===== src/rtl/four_bit_cpu_pkg.sv =====
// Shared types and constants for the FourBitCPU program sequencer.
package four_bit_cpu_pkg;

    localparam int STORE_DEPTH = 16;
    localparam int ADDR_W      = 4;
    localparam int BYTE_W      = 8;

    typedef enum logic [1:0] {
        ST_IDLE,
        ST_PRIME,
        ST_RUN,
        ST_DONE
    } drv_state_t;

    // Field order fixes the packed layout of captured flags as {s, z, c}.
    typedef struct packed {
        logic s;
        logic z;
        logic c;
    } cpu_flags_t;

endpackage


===== src/rtl/cpu_prog_store.sv =====
// Paired 16x8 program/operand stores: synchronous write, combinational read.
module cpu_prog_store
    import four_bit_cpu_pkg::*;
(
    input  logic              clk,
    input  logic              we,
    input  logic [ADDR_W-1:0] waddr,
    input  logic [BYTE_W-1:0] wprog,
    input  logic [BYTE_W-1:0] winp,
    input  logic [ADDR_W-1:0] raddr,
    output logic [BYTE_W-1:0] rprog,
    output logic [BYTE_W-1:0] rinp
);

    logic [BYTE_W-1:0] prog_mem [STORE_DEPTH];
    logic [BYTE_W-1:0] inp_mem  [STORE_DEPTH];

    // NOTE: the arrays have no reset so they map onto plain RAM/regfile cells;
    // non-blocking writes keep a same-edge read returning the old contents.
    always_ff @(posedge clk) begin
        if (we) begin
            prog_mem[waddr] <= wprog;
            inp_mem[waddr]  <= winp;
        end
    end

    assign rprog = prog_mem[raddr];
    assign rinp  = inp_mem[raddr];

endmodule


===== src/rtl/four_bit_cpu_driver.sv =====
// Program sequencer for FourBitCPU: primes the CPU, streams store bytes each
// RUN cycle and captures the result on HLT or when the step limit expires.
module four_bit_cpu_driver
    import four_bit_cpu_pkg::*;
#(
    parameter int MAX_STEPS = 16
) (
    input  logic              clk,
    input  logic              rst,
    input  logic              load_en,
    input  logic [ADDR_W-1:0] load_addr,
    input  logic [BYTE_W-1:0] load_prog,
    input  logic [BYTE_W-1:0] load_inp,
    input  logic              start,
    output logic              cpu_rst,
    output logic [BYTE_W-1:0] myprogram,
    output logic [BYTE_W-1:0] myinput,
    input  logic [BYTE_W-1:0] myoutput,
    input  logic              HLT,
    input  logic              s_flag,
    input  logic              z_flag,
    input  logic              c_flag,
    output logic              busy,
    output logic              done,
    output logic              timeout,
    output logic [BYTE_W-1:0] result,
    output logic [2:0]        result_flags,
    output logic [7:0]        run_cycles
);

    localparam logic [7:0] STEP_LAST = 8'(MAX_STEPS - 1);

    drv_state_t        state, state_nxt;
    logic [ADDR_W-1:0] pc;
    logic [7:0]        steps;
    logic              store_we;
    logic [ADDR_W-1:0] rd_addr;
    logic [BYTE_W-1:0] rd_prog, rd_inp;
    logic              finish_run;
    cpu_flags_t        flags_now;

    assign store_we   = load_en && (state == ST_IDLE);
    // IDLE reads entry 0 so the first byte is ready on the start edge.
    assign rd_addr    = (state == ST_IDLE) ? '0 : pc;
    assign finish_run = HLT || (steps == STEP_LAST);
    assign flags_now  = '{s: s_flag, z: z_flag, c: c_flag};

    cpu_prog_store u_store (
        .clk   (clk),
        .we    (store_we),
        .waddr (load_addr),
        .wprog (load_prog),
        .winp  (load_inp),
        .raddr (rd_addr),
        .rprog (rd_prog),
        .rinp  (rd_inp)
    );

    always_ff @(posedge clk) begin
        if (rst) state <= ST_IDLE;
        else     state <= state_nxt;
    end

    // NOTE: every output of this block gets a default first, so no path
    // through the case statement can leave one unassigned and infer a latch.
    always_comb begin
        state_nxt = state;
        cpu_rst   = 1'b1;
        busy      = 1'b0;
        done      = 1'b0;
        unique case (state)
            ST_IDLE:  if (start) state_nxt = ST_PRIME;
            ST_PRIME: begin
                busy      = 1'b1;
                state_nxt = ST_RUN;
            end
            ST_RUN: begin
                busy    = 1'b1;
                cpu_rst = 1'b0;
                if (finish_run) state_nxt = ST_DONE;
            end
            ST_DONE: begin
                done      = 1'b1;
                state_nxt = ST_IDLE;
            end
            default: state_nxt = ST_IDLE;
        endcase
    end

    always_ff @(posedge clk) begin
        if (rst) begin
            pc           <= '0;
            steps        <= '0;
            myprogram    <= '0;
            myinput      <= '0;
            timeout      <= 1'b0;
            result       <= '0;
            result_flags <= '0;
            run_cycles   <= '0;
        end else begin
            unique case (state)
                ST_IDLE: begin
                    if (start) begin
                        myprogram    <= rd_prog;
                        myinput      <= rd_inp;
                        pc           <= ADDR_W'(1);
                        steps        <= '0;
                        timeout      <= 1'b0;
                        result       <= '0;
                        result_flags <= '0;
                        run_cycles   <= '0;
                    end
                end
                ST_RUN: begin
                    if (finish_run) begin
                        result       <= myoutput;
                        result_flags <= flags_now;
                        run_cycles   <= steps + 8'd1;
                        // HLT has priority, so a coincident limit is not a timeout.
                        timeout      <= !HLT;
                    end else begin
                        myprogram <= rd_prog;
                        myinput   <= rd_inp;
                        pc        <= pc + ADDR_W'(1);
                        steps     <= steps + 8'd1;
                    end
                end
                default: ;
            endcase
        end
    end

endmodule


===== config.mk =====
export PLATFORM = sky130hd
export DESIGN_NAME = four_bit_cpu_driver
export DESIGN_NICKNAME = d
export VERILOG_FILES = /design/src/rtl/four_bit_cpu_pkg.sv /design/src/rtl/cpu_prog_store.sv /design/src/rtl/four_bit_cpu_driver.sv
export SDC_FILE = /design/constraint.sdc
export NUM_CORES = 1
export LEC_CHECK = 0
export CAP_MARGIN = 20
export CORE_MARGIN = 8
export CORE_UTILIZATION = 55
export CTS_BUF_LIST = sky130_fd_sc_hd__clkbuf_4
export DETAILED_ROUTE_END_ITERATION = 8
export PLACE_DENSITY = 0.82
export SYNTH_ARGS = -nofsm -noshare
export SYNTH_HDL_FRONTEND = slang
export SYNTH_SLANG_ARGS = --single-unit

===== constraint.sdc =====
create_clock -name clk -period 2.5 [get_ports clk]
set_input_delay 0.25 -clock clk [delete_from_list [all_inputs] [get_ports clk]]
set_output_delay 0.25 -clock clk [all_outputs]
set_load 0.05 [all_outputs]

# Word-level counts from Yosys, hierarchy flattened
# Memories as Yosys holds them, arrays and structs flattened.
# Cells that the tools add are included.
[classes]
muxes = 31
add_sub_neg = 2
n_eq_ne = 7
n_reduce_logical = 9
[op_table]
columns = ["cell", "n"]
rows = [
  ["8-bit one-hot mux with 2 select lines", 5],
  ["8-bit 2-to-1 mux", 8],
  ["4-bit 2-to-1 mux", 3],
  ["8-bit by 1-bit adder with 8-bit output, second input constant", 1],
  ["8-bit by 4-bit == test with 1-bit output, second input constant", 1],
  ["2-bit one-hot mux with 4 select lines", 1],
  ["4-bit one-hot mux with 2 select lines", 1],
  ["1-bit 2-to-1 mux", 7],
  ["3-bit 2-to-1 mux", 2],
  ["2-bit inequality test, second input constant", 3],
  ["3-bit one-hot mux with 2 select lines", 1],
  ["3-bit AND reduction", 2],
  ["4-bit by 1-bit adder with 4-bit output, second input constant", 1],
  ["2-bit == test, second input constant", 2],
  ["2-bit 2-to-1 mux", 2],
  ["2-bit by 1-bit == test with 1-bit output, second input constant", 1],
  ["2-bit logical NOT", 1],
  ["1-bit one-hot mux with 2 select lines", 1],
  ["2-bit AND reduction", 1],
  ["2-bit nonzero test", 1],
  ["2-bit OR reduction", 1],
  ["1-bit logical AND", 1],
  ["1-bit logical NOT", 1],
  ["1-bit logical OR", 1],
]
[word_totals]
input_bits = 36
out_inout_bits = 39
ram_bits = 256
word_cells = 60
ff_bits = 50
memories = 2
[memory_table]
columns = ["name", "words", "word_bits", "read_ports", "rd_clocked_by_memory_dff", "write_ports", "line_no", "source"]
rows = [
  ["u_store.inp_mem", 16, 8, 1, 0, 1, "cpu_prog_store.sv:16", "logic [BYTE_W-1:0] inp_mem [STORE_DEPTH];"],
  ["u_store.prog_mem", 16, 8, 1, 0, 1, "cpu_prog_store.sv:15", "logic [BYTE_W-1:0] prog_mem [STORE_DEPTH];"],
]

# Logic depth before layout (Yosys ltp)
# An unclocked memory read counts as a cell.
[depth]
ltp_word = 5
mapped_depth = 10
mapped_depth_nobuf = 7

# Hierarchy
# From an unflattened synthesis, not the netlist that was laid out.
[hier_totals]
hier_cells = 656
area_unflattened_um2 = 11959.0
[modules_own_cells]
columns = ["mod", "cells_per_inst", "instances", "area_each_um2"]
rows = [
  ["cpu_prog_store", 416, 1, 9759.4],
  ["four_bit_cpu_driver", 240, 1, 2199.6],
]

# Worst setup path before layout
# Ideal clock, no wire load.
[synth_timing]
path_kind = "register to register"
from = "register state[0]"
to = "memory u_store.inp_mem[0][0] (enable)"
path_stages_with_launch = 6
path_slack_ns = -0.133
setup_time_ns = 0.409
t_arrival_ns = 2.224
t_required_ns = 2.091
synth_period_minus_slack_ns = 2.633
n_path_buf = 0
path_cell_list = "dfxtp_1 > inv_1 > ha_1 > nand2_1 > or3_1 > nor3_1"
[synth_via]
elab_chain_cells = 4
[synth_lines]
columns = ["element", "line_no", "source"]
rows = [
  ["start, declared", "four_bit_cpu_driver.sv:33", "drv_state_t state, state_nxt;"],
  ["start signal, assigned", "four_bit_cpu_driver.sv:61", "else state <= state_nxt;"],
  ["2-bit logical NOT", "four_bit_cpu_driver.sv:42", "assign store_we = load_en && (state == ST_IDLE);"],
  ["1-bit logical AND", "four_bit_cpu_driver.sv:42", ""],
  ["1-bit 2-to-1 mux", "cpu_prog_store.sv:21", "if (we) begin"],
  ["1-bit 2-to-1 mux (not written as such)", "cpu_prog_store.sv:23", "inp_mem[waddr] <= winp;"],
  ["end, declared", "cpu_prog_store.sv:16", ""],
]
# No other way between the ends.

# Worst setup path in the final report
[layout_timing]
from = "register state[1]"
to = "output done"
[layout_via]
elab_chain_cells = 2
[layout_lines]
columns = ["element", "line_no", "source"]
rows = [
  ["2-bit == test", "four_bit_cpu_driver.sv:71", "unique case (state)"],
  ["1-bit 2-to-1 mux", "four_bit_cpu_driver.sv:71", ""],
  ["end, declared", "four_bit_cpu_driver.sv:24", "output logic done,"],
]
# No other way between the ends.

==> impl_summary.md <==
Min path
The worst min-delay path class is input port to register.

Routing
The via count normalized by instance count is 5.89. The first-pass iteration count of the detailed router is 5. The detail route stage leaves a number of antenna-violating nets equal to 0.

The total via count in the routed design is 8,226. The remaining routing DRC violations is 0. The total length of routed wires is 29,400 µm. The routed length per instance is 21.1 µm. In this run, the number of DRC markers left after iteration 0 of detailed routing was 929.

STA
Clock skew on the completed layout was measured at 0.0734 ns. The share of the clock period used by the worst path after layout is 90.7%. The number of hold violations in the final report is 0.

The total negative slack for setup checks is 0 ns. The total setup violations reported at the end of the flow is 0. For the pin with the worst max-slew slack, the measured transition is 0.970 ns. The final-report max-slew violation count is 0. The headroom to the max-slew limit is 34.8%. The clock period could shrink to 2.27 ns. Setup repair after global routing left no endpoint under its margin. The maximum clock frequency is 0.441 GHz.

Cells and area
The final instance area is 14,300 µm². The finished layout holds 1,396 standard cells, fillers aside. The net count reported at finish is 1,101.

The area growth from synthesis to layout is 19.5%. Of the cells placed in the final design, the portion with a size suffix greater than 1 is 17.8%.

Critical path
The number of buffer and inverter stages on the critical path is 1. The category of the most critical setup path is register to primary output. The required time of the worst setup path is 2.25 ns.

The worst setup path is launched from a register. The data arrival at the endpoint of the critical path is 2.02 ns. In this run the worst path has a maximum fanout of 4. The worst setup path is captured at a primary output.

The largest individual stage delay along the critical path comes from the cell sky130_fd_sc_hd__clkdlybuf4s50_1. The cell family contributing the most delay on the critical path is buffers and inverters. The signal on the critical path passes through ha_1 -> clkdlybuf4s50_1.

The maximum cell stage delay along the critical path is 0.80 ns.

Floorplan
The boundary pin count is 75. The die outline width is 163 µm. The die covers 26,700 µm². Once the floorplan was initialized, standard cells occupied 55.5% of the core. The core footprint is 21,600 µm².

The die is 163 µm tall. The number of cell rows is 54.

Clock network
For the worst-skew pair, the clock arrives at the later sink with an insertion delay of 0.72 ns. TritonCTS built the clock tree. The number of CTS-inserted buffers is 75. The number of buffers on the longest clock path is 3. The H-tree was split into 3 levels.

The number of hold buffers added after CTS was 0. The library cell used as clock root buffer is sky130_fd_sc_hd__clkbuf_4. The tree built by TritonCTS fans out to 306 sinks. The clock-pin slew on the worst setup and hold paths is 0.06 ns.

Synth
The number of enable-type register cells in the synthesized netlist is 256. After synthesis the netlist holds a flip-flop and latch count of 306. The distinct cell type count after synthesis is 36.

For this run, the register share of the synthesized area comes to 72.7%. For this run, asynchronously set or reset flops after synthesis account for 0%. Counting every net in the synthesized netlist gives 961.

The Yosys step of the flow raised 0 warnings. The predominant post-synthesis flop cell is sky130_fd_sc_hd__edfxtp_1. The cell area after synthesis is 12,000 µm². The average cell area after synthesis is 13.0 µm². The post-synthesis cell count is 919.

Status
The flow ran to the end, and the final reports show no timing, DRC or antenna violations.

Place
The placed cell count is 1,262. The count of buffers added on input and output ports is 74. Summing all placed instances gives a cell area of 13,300 µm². The post-detailed-placement half-perimeter wirelength is 16,500 µm.

The final estimated routing congestion in global placement is 0.834.

Power
The sequential fraction of design power is 43.3%. The total internal power is 9240 µW. Dividing total power by cell area gives a power density of 954 nW/µm². The post-route total power is 13,600 µW. The switching power summed over all nets is 4390 µW.

The combinational cell fraction of total power is 25.5%. The maximum VDD drop is 695 µV. Net switching is 32.2% of the power. The analysis attributes to cell leakage a power of 0.00501 µW. The clock network burns 31.1% of the power.

Global route
The number of antenna violations at the first check in global routing is 3. For this run the aggregate overflow at the end of global routing stands at 0. Entering global routing, the biggest net connects 68 pins.

The global-route wire length before repair is 44,000 µm. The number of global-route vias before repair came to 7,934. The global router's overall resource usage is 21.8%.

Flow run
The number of maximum-capacitance violations is 0.
-- layout by cell type, fill, tap and decap left out, types with 2 or more instances in the layout --
cell / Yosys / routed
sky130_fd_sc_hd__bufinv_16: 0 / 2
sky130_fd_sc_hd__clkinv_1: 1 / 11
sky130_fd_sc_hd__o21ai_0: 5 / 5
sky130_fd_sc_hd__clkdlybuf4s50_1: 0 / 71
sky130_fd_sc_hd__or3_1: 4 / 4
sky130_fd_sc_hd__nor2b_1: 6 / 5
sky130_fd_sc_hd__a22o_1: 12 / 12
sky130_fd_sc_hd__nor2_2: 1 / 15
sky130_fd_sc_hd__inv_6: 0 / 2
sky130_fd_sc_hd__a31oi_1: 2 / 2
sky130_fd_sc_hd__mux2i_1: 38 / 38
sky130_fd_sc_hd__a21oi_1: 30 / 30
sky130_fd_sc_hd__ha_1: 6 / 6
sky130_fd_sc_hd__a311oi_1: 16 / 16
sky130_fd_sc_hd__dfxtp_1: 50 / 50
sky130_fd_sc_hd__nand2_1: 210 / 210
sky130_fd_sc_hd__buf_12: 0 / 8
sky130_fd_sc_hd__a32oi_1: 16 / 16
sky130_fd_sc_hd__xnor2_1: 2 / 2
sky130_fd_sc_hd__diode_2: 0 / 2
sky130_fd_sc_hd__nor3_2: 0 / 4
sky130_fd_sc_hd__buf_4: 0 / 37
sky130_fd_sc_hd__inv_1: 4 / 4
sky130_fd_sc_hd__clkinv_2: 0 / 2
sky130_fd_sc_hd__a311oi_2: 4 / 4
sky130_fd_sc_hd__nand4_1: 34 / 34
sky130_fd_sc_hd__nor3_1: 6 / 2
sky130_fd_sc_hd__nor2_1: 50 / 36
sky130_fd_sc_hd__nand3_1: 89 / 89
sky130_fd_sc_hd__edfxtp_1: 256 / 256
sky130_fd_sc_hd__nand2b_1: 11 / 10
sky130_fd_sc_hd__clkbuf_4: 0 / 115
-- through the flow --
| step | worst slack [ns] | utilization, % | hold slack [ns] |
|---|---|---|---|
| after floorplan | 0.0596 | - | 0.349 |
| after global placement | 0.388 | 61.7 | 0.456 |
| after detailed placement | 0.246 | 61.7 | 0.460 |
| after CTS | 0.0597 | 66.3 | 0.0467 |
| after global routing | 0.0862 | 66.3 | 0.0779 |
| final | 0.233 | 66.3 | 0.0994 |
-- area by class of cell --
cell class              instances  area, µm²
flip-flops and latches        306       8690
fillers                      1485       7260
multi-input cells             552       3070
repair buffers                119       1170
clock buffers                 115        863
well taps                     280        350
clock inverters                17        133
inverters                       5       18.8
diodes                          2       5.00
-- path summary, 6_finish.rpt --
kind	start	end	slack, ns	cells past startpoint
min reg2reg	result_flags[2]$_SDFFE_PP0P_	result_flags[2]$_SDFFE_PP0P_	0.47	1
max	state[1]$_SDFFE_PP0P_	done	0.23	2
max reg2reg	state[0]$_SDFFE_PP0P_	result[3]$_SDFFE_PP0P_	0.25	5
min	rst	result[7]$_SDFFE_PP0P_	0.1	3
-- kinds of logic (layout without fill, tap and decap cells) --
| family | count (synthesis) | count (layout) | synth area share [%] |
|---|---|---|---|
| compound gates | 90 | 90 | 5.59 |
| xor+xnor | 3 | 3 | 0.220 |
| fa+ha+maj | 6 | 6 | 0.628 |
| buf+inv | 61 | 256 | 2.34 |
| flops | 306 | 306 | 72.7 |
| mux | 38 | 38 | 3.18 |
| other cells | 0 | 2 | 0 |
| simple gates | 415 | 415 | 15.4 |
-- worst min-delay path: stages --
cell and delay (ns):
sky130_fd_sc_hd__buf_2 0.10, sky130_fd_sc_hd__nor4_2 0.11, sky130_fd_sc_hd__a22o_1 0.24
-- flip-flops by register name, indices dropped and copies added (netlist names) --
register,cells
result,8
u_store.prog_mem,128
myinput,8
state,2
steps,8
run_cycles,8
result_flags,3
pc,4
myprogram,8
timeout,1
u_store.inp_mem,128
-- power groups by stage --
stage / clock (µW) / combinational (µW) / sequential, µW
2_1_floorplan: 0 / 2080 / 6340
3_3_place_gp: 0 / 3380 / 6000
3_5_place_dp: 0 / 3480 / 6010
4_1_cts: 4310 / 3470 / 5900
5_1_grt: 4560 / 3740 / 5920
6_report: 4240 / 3480 / 5910
-- timing repair --
action                                  CTS  global route
setup buffers                             0             0
endpoints found under the setup margin    2             1
gates resized for setup                   2             2
-- metal layers --
metal,vias up,wire length [µm],GRT usage (%)
met1,3947,11700,28.4
met3,74,3100,5.14
met5,-,13,0
met2,480,13700,34.0
li1,3723,-,-
met4,2,907,10.9
-- cell usage after synthesis, types with 2 or more instances --
library cell,instances,area [µm²]
sky130_fd_sc_hd__buf_6,5,56.3
sky130_fd_sc_hd__buf_1,3,11.3
sky130_fd_sc_hd__nor2_1,50,188
sky130_fd_sc_hd__nand2_1,210,788
sky130_fd_sc_hd__mux2i_1,38,380
sky130_fd_sc_hd__a32oi_1,16,140
sky130_fd_sc_hd__clkbuf_1,37,139
sky130_fd_sc_hd__inv_1,4,15.0
sky130_fd_sc_hd__nor2b_1,6,37.5
sky130_fd_sc_hd__dfxtp_1,50,1000
sky130_fd_sc_hd__a21oi_1,30,150
sky130_fd_sc_hd__nand4_1,34,213
sky130_fd_sc_hd__o21ai_0,5,25.0
sky130_fd_sc_hd__buf_2,11,55.1
sky130_fd_sc_hd__ha_1,6,75.1
sky130_fd_sc_hd__a31oi_1,2,12.5
sky130_fd_sc_hd__edfxtp_1,256,7690
sky130_fd_sc_hd__o21a_1,2,15.0
sky130_fd_sc_hd__nor3_1,6,30.0
sky130_fd_sc_hd__a22o_1,12,105
sky130_fd_sc_hd__nand2b_1,11,68.8
sky130_fd_sc_hd__a311oi_1,16,140
sky130_fd_sc_hd__a311oi_2,4,60.1
sky130_fd_sc_hd__nand3_1,89,445
sky130_fd_sc_hd__xnor2_1,2,17.5
sky130_fd_sc_hd__or3_1,4,25.0
Power figures use the tool's default switching activity.
==> variant, RTL diff (same flow settings) <==
The 4 states of `drv_state_t` get a Gray code encoding in 2 bits.
--- a/src/rtl/four_bit_cpu_pkg.sv
+++ b/src/rtl/four_bit_cpu_pkg.sv
@@ -6,10 +6,10 @@
     localparam int BYTE_W      = 8;
 
     typedef enum logic [1:0] {
-        ST_IDLE,
-        ST_PRIME,
-        ST_RUN,
-        ST_DONE
+        ST_IDLE  = 2'b00,
+        ST_PRIME = 2'b01,
+        ST_RUN   = 2'b11,
+        ST_DONE  = 2'b10
     } drv_state_t;
 
     // Field order fixes the packed layout of captured flags as {s, z, c}.
Check against the original RTL: same outputs for any inputs over 4 cycles, from zero or initial values and one cycle with rst high; so few cycles prove little.
==> variant against the unedited design <==
- worst setup slack got worse by 0.044 ns
- final cell count fell by 6.8%
- cell area barely moved
- routed wire length fell by 2.9%
- first-iteration DRC count rose by 1.7%
- die area barely moved
- synthesized area barely moved
- highest routed layer is now met4
- largest cell class unchanged
- sequential cell count did not move
Power is not compared: it rests on default switching activity, and its combinational part moved more than twofold at a synthesized area within 25%.
==> variant: results (changes against the unedited design) <==
| Item | This run | Delta |
|:---|:---|:---|
| Initial DRC Count | 945 | was 929 |
| Vias in the first global route | 7918 | was 7934 |
| R2R Path End | u_store.prog_mem[12][5] | was result[3] |
| Filler Cells Inserted | 1459 | was 1485 |
| Final worst hold slack | 0.0859 ns | was 0.0994 ns |
| Total placed cells including tap cells | 1159 | was 1262 |
| Wire length of the first global-routing pass | 43400 um | was 44000 um |
| End point of the most critical hold path | timeout | was result[7] |
| Routed vias | 7981 | was 8226 |
| Final core utilization | 66.3% | about the same |
| Post-synthesis xor/xnor area fraction | 0.513% | was 0.220% |
| Source-to-sink clock delay at the later pin of the worst-skew pair | 0.69 ns | was 0.72 ns |
| Initial antenna violation count | 1 | was 3 |
| HPWL after DPL | 17400 um | was 16500 um |
| Inverter count of the layout excluding clock inverters | 2 | was 5 |
| Most common library cells after synthesis | edfxtp_1 (256), nand2_1 (68), dfxtp_1 (50) | was edfxtp_1 (256), nand2_1 (210), nand3_1 (89) |
| Storage element area | 0.00869 mm2 | about the same |
| Max FO, Critical Path | 13 | was 4 |
| Non-CTS buffers | 129 | was 119 |
| Final non-clock buffer share | 8.19% | was 8.17% |
| Share of post-route cells with drive strength above 1 | 22.5% | was 17.8% |
| Setup slack of the worst register-to-register path | 0.29 ns | was 0.25 ns |
| Syn nets | 846 | was 961 |
| Final routed wire length divided by cell count | 21.9 um | was 21.1 um |
| Pre-CTS WS | 0.238 ns | was 0.246 ns |
| Worst reg2reg startpoint | state[1] | was state[0] |
| Multi-input gate area in the final layout | 0.00306 mm2 | was 0.00307 mm2 |
| Normalized max-slew margin | 57.9% | was 34.8% |
| Number of cells produced by synthesis | 808 | was 919 |
| Number of multi-input logic gates | 443 | was 552 |
| Maximum number of pins on one net before global-route repair | 56 | was 68 |
| Share of the yosys chip area belonging to registers | 72.6% | was 72.7% |
| Combined global-route utilization of all metal layers | 21.2% | was 21.8% |
| Multiplexer share of the synthesized area | 5.85% | was 3.18% |
| Cell types occupying the most area after synthesis | edfxtp_1 (64%), dfxtp_1 (8.4%), mux2i_1 (2.9%) | was edfxtp_1 (64%), dfxtp_1 (8.4%), nand2_1 (6.6%) |
| Result of the run | finished clean | unchanged |
variant: layer usage:
metal  share of wire (%)  GRT usage (%)
met1                  39           26.9
met3                  11           5.90
met2                  46           32.5
met5                   0              0
met4                 4.2           12.1
variant: power by group through the flow:
| stage | combinational [mW] | clock [mW] | sequential [mW] |
|---|---|---|---|
| floorplan | 0.390 | 0 | 5.79 |
| global placement | 0.777 | 0 | 5.73 |
| detailed placement | 0.797 | 0 | 5.73 |
| CTS | 0.802 | 4.21 | 5.62 |
| global route | 0.863 | 4.49 | 5.62 |
| finish | 0.817 | 4.14 | 5.62 |
variant: repair_timing:
| item | in CTS | in global routing |
|---|---|---|
| hold endpoints to repair | 0 | 0 |
| endpoints found under the setup margin | 1 | 1 |
| pin swaps | 0 | 0 |
| resized for setup | 1 | 1 |
variant: cells by family (layout without fill, tap and decap cells):
| logic type | count (synthesis) | count (layout) |
|---|---|---|
| compound gates | 174 | 174 |
| xor+xnor | 7 | 7 |
| simple gates | 194 | 194 |
| buf+inv | 59 | 271 |
| mux | 66 | 66 |
| fa+ha+maj | 2 | 2 |
| other cells | 0 | 1 |
| flops | 306 | 306 |
variant: worst max-delay path by stage:
| stage | from | slack (ns) | endpoint |
|---|---|---|---|
| finish | state[0] | 0.19 | busy |
| global route | state[0] | 0.09 | busy |
| CTS | state[1] | 0.08 | done |
| detailed placement | load_addr[1] | 0.24 | u_store.inp_mem[12][6] |
| global placement | load_addr[1] | 0.29 | u_store.prog_mem[8][5] |
| floorplan | state[1] | -0.09 | u_store.inp_mem[4][0] |
variant: critical path, stage by stage (launching register included):
cell and delay, ns:
dfxtp_1 0.33, buf_4 0.21, clkdlybuf4s50_1 0.84
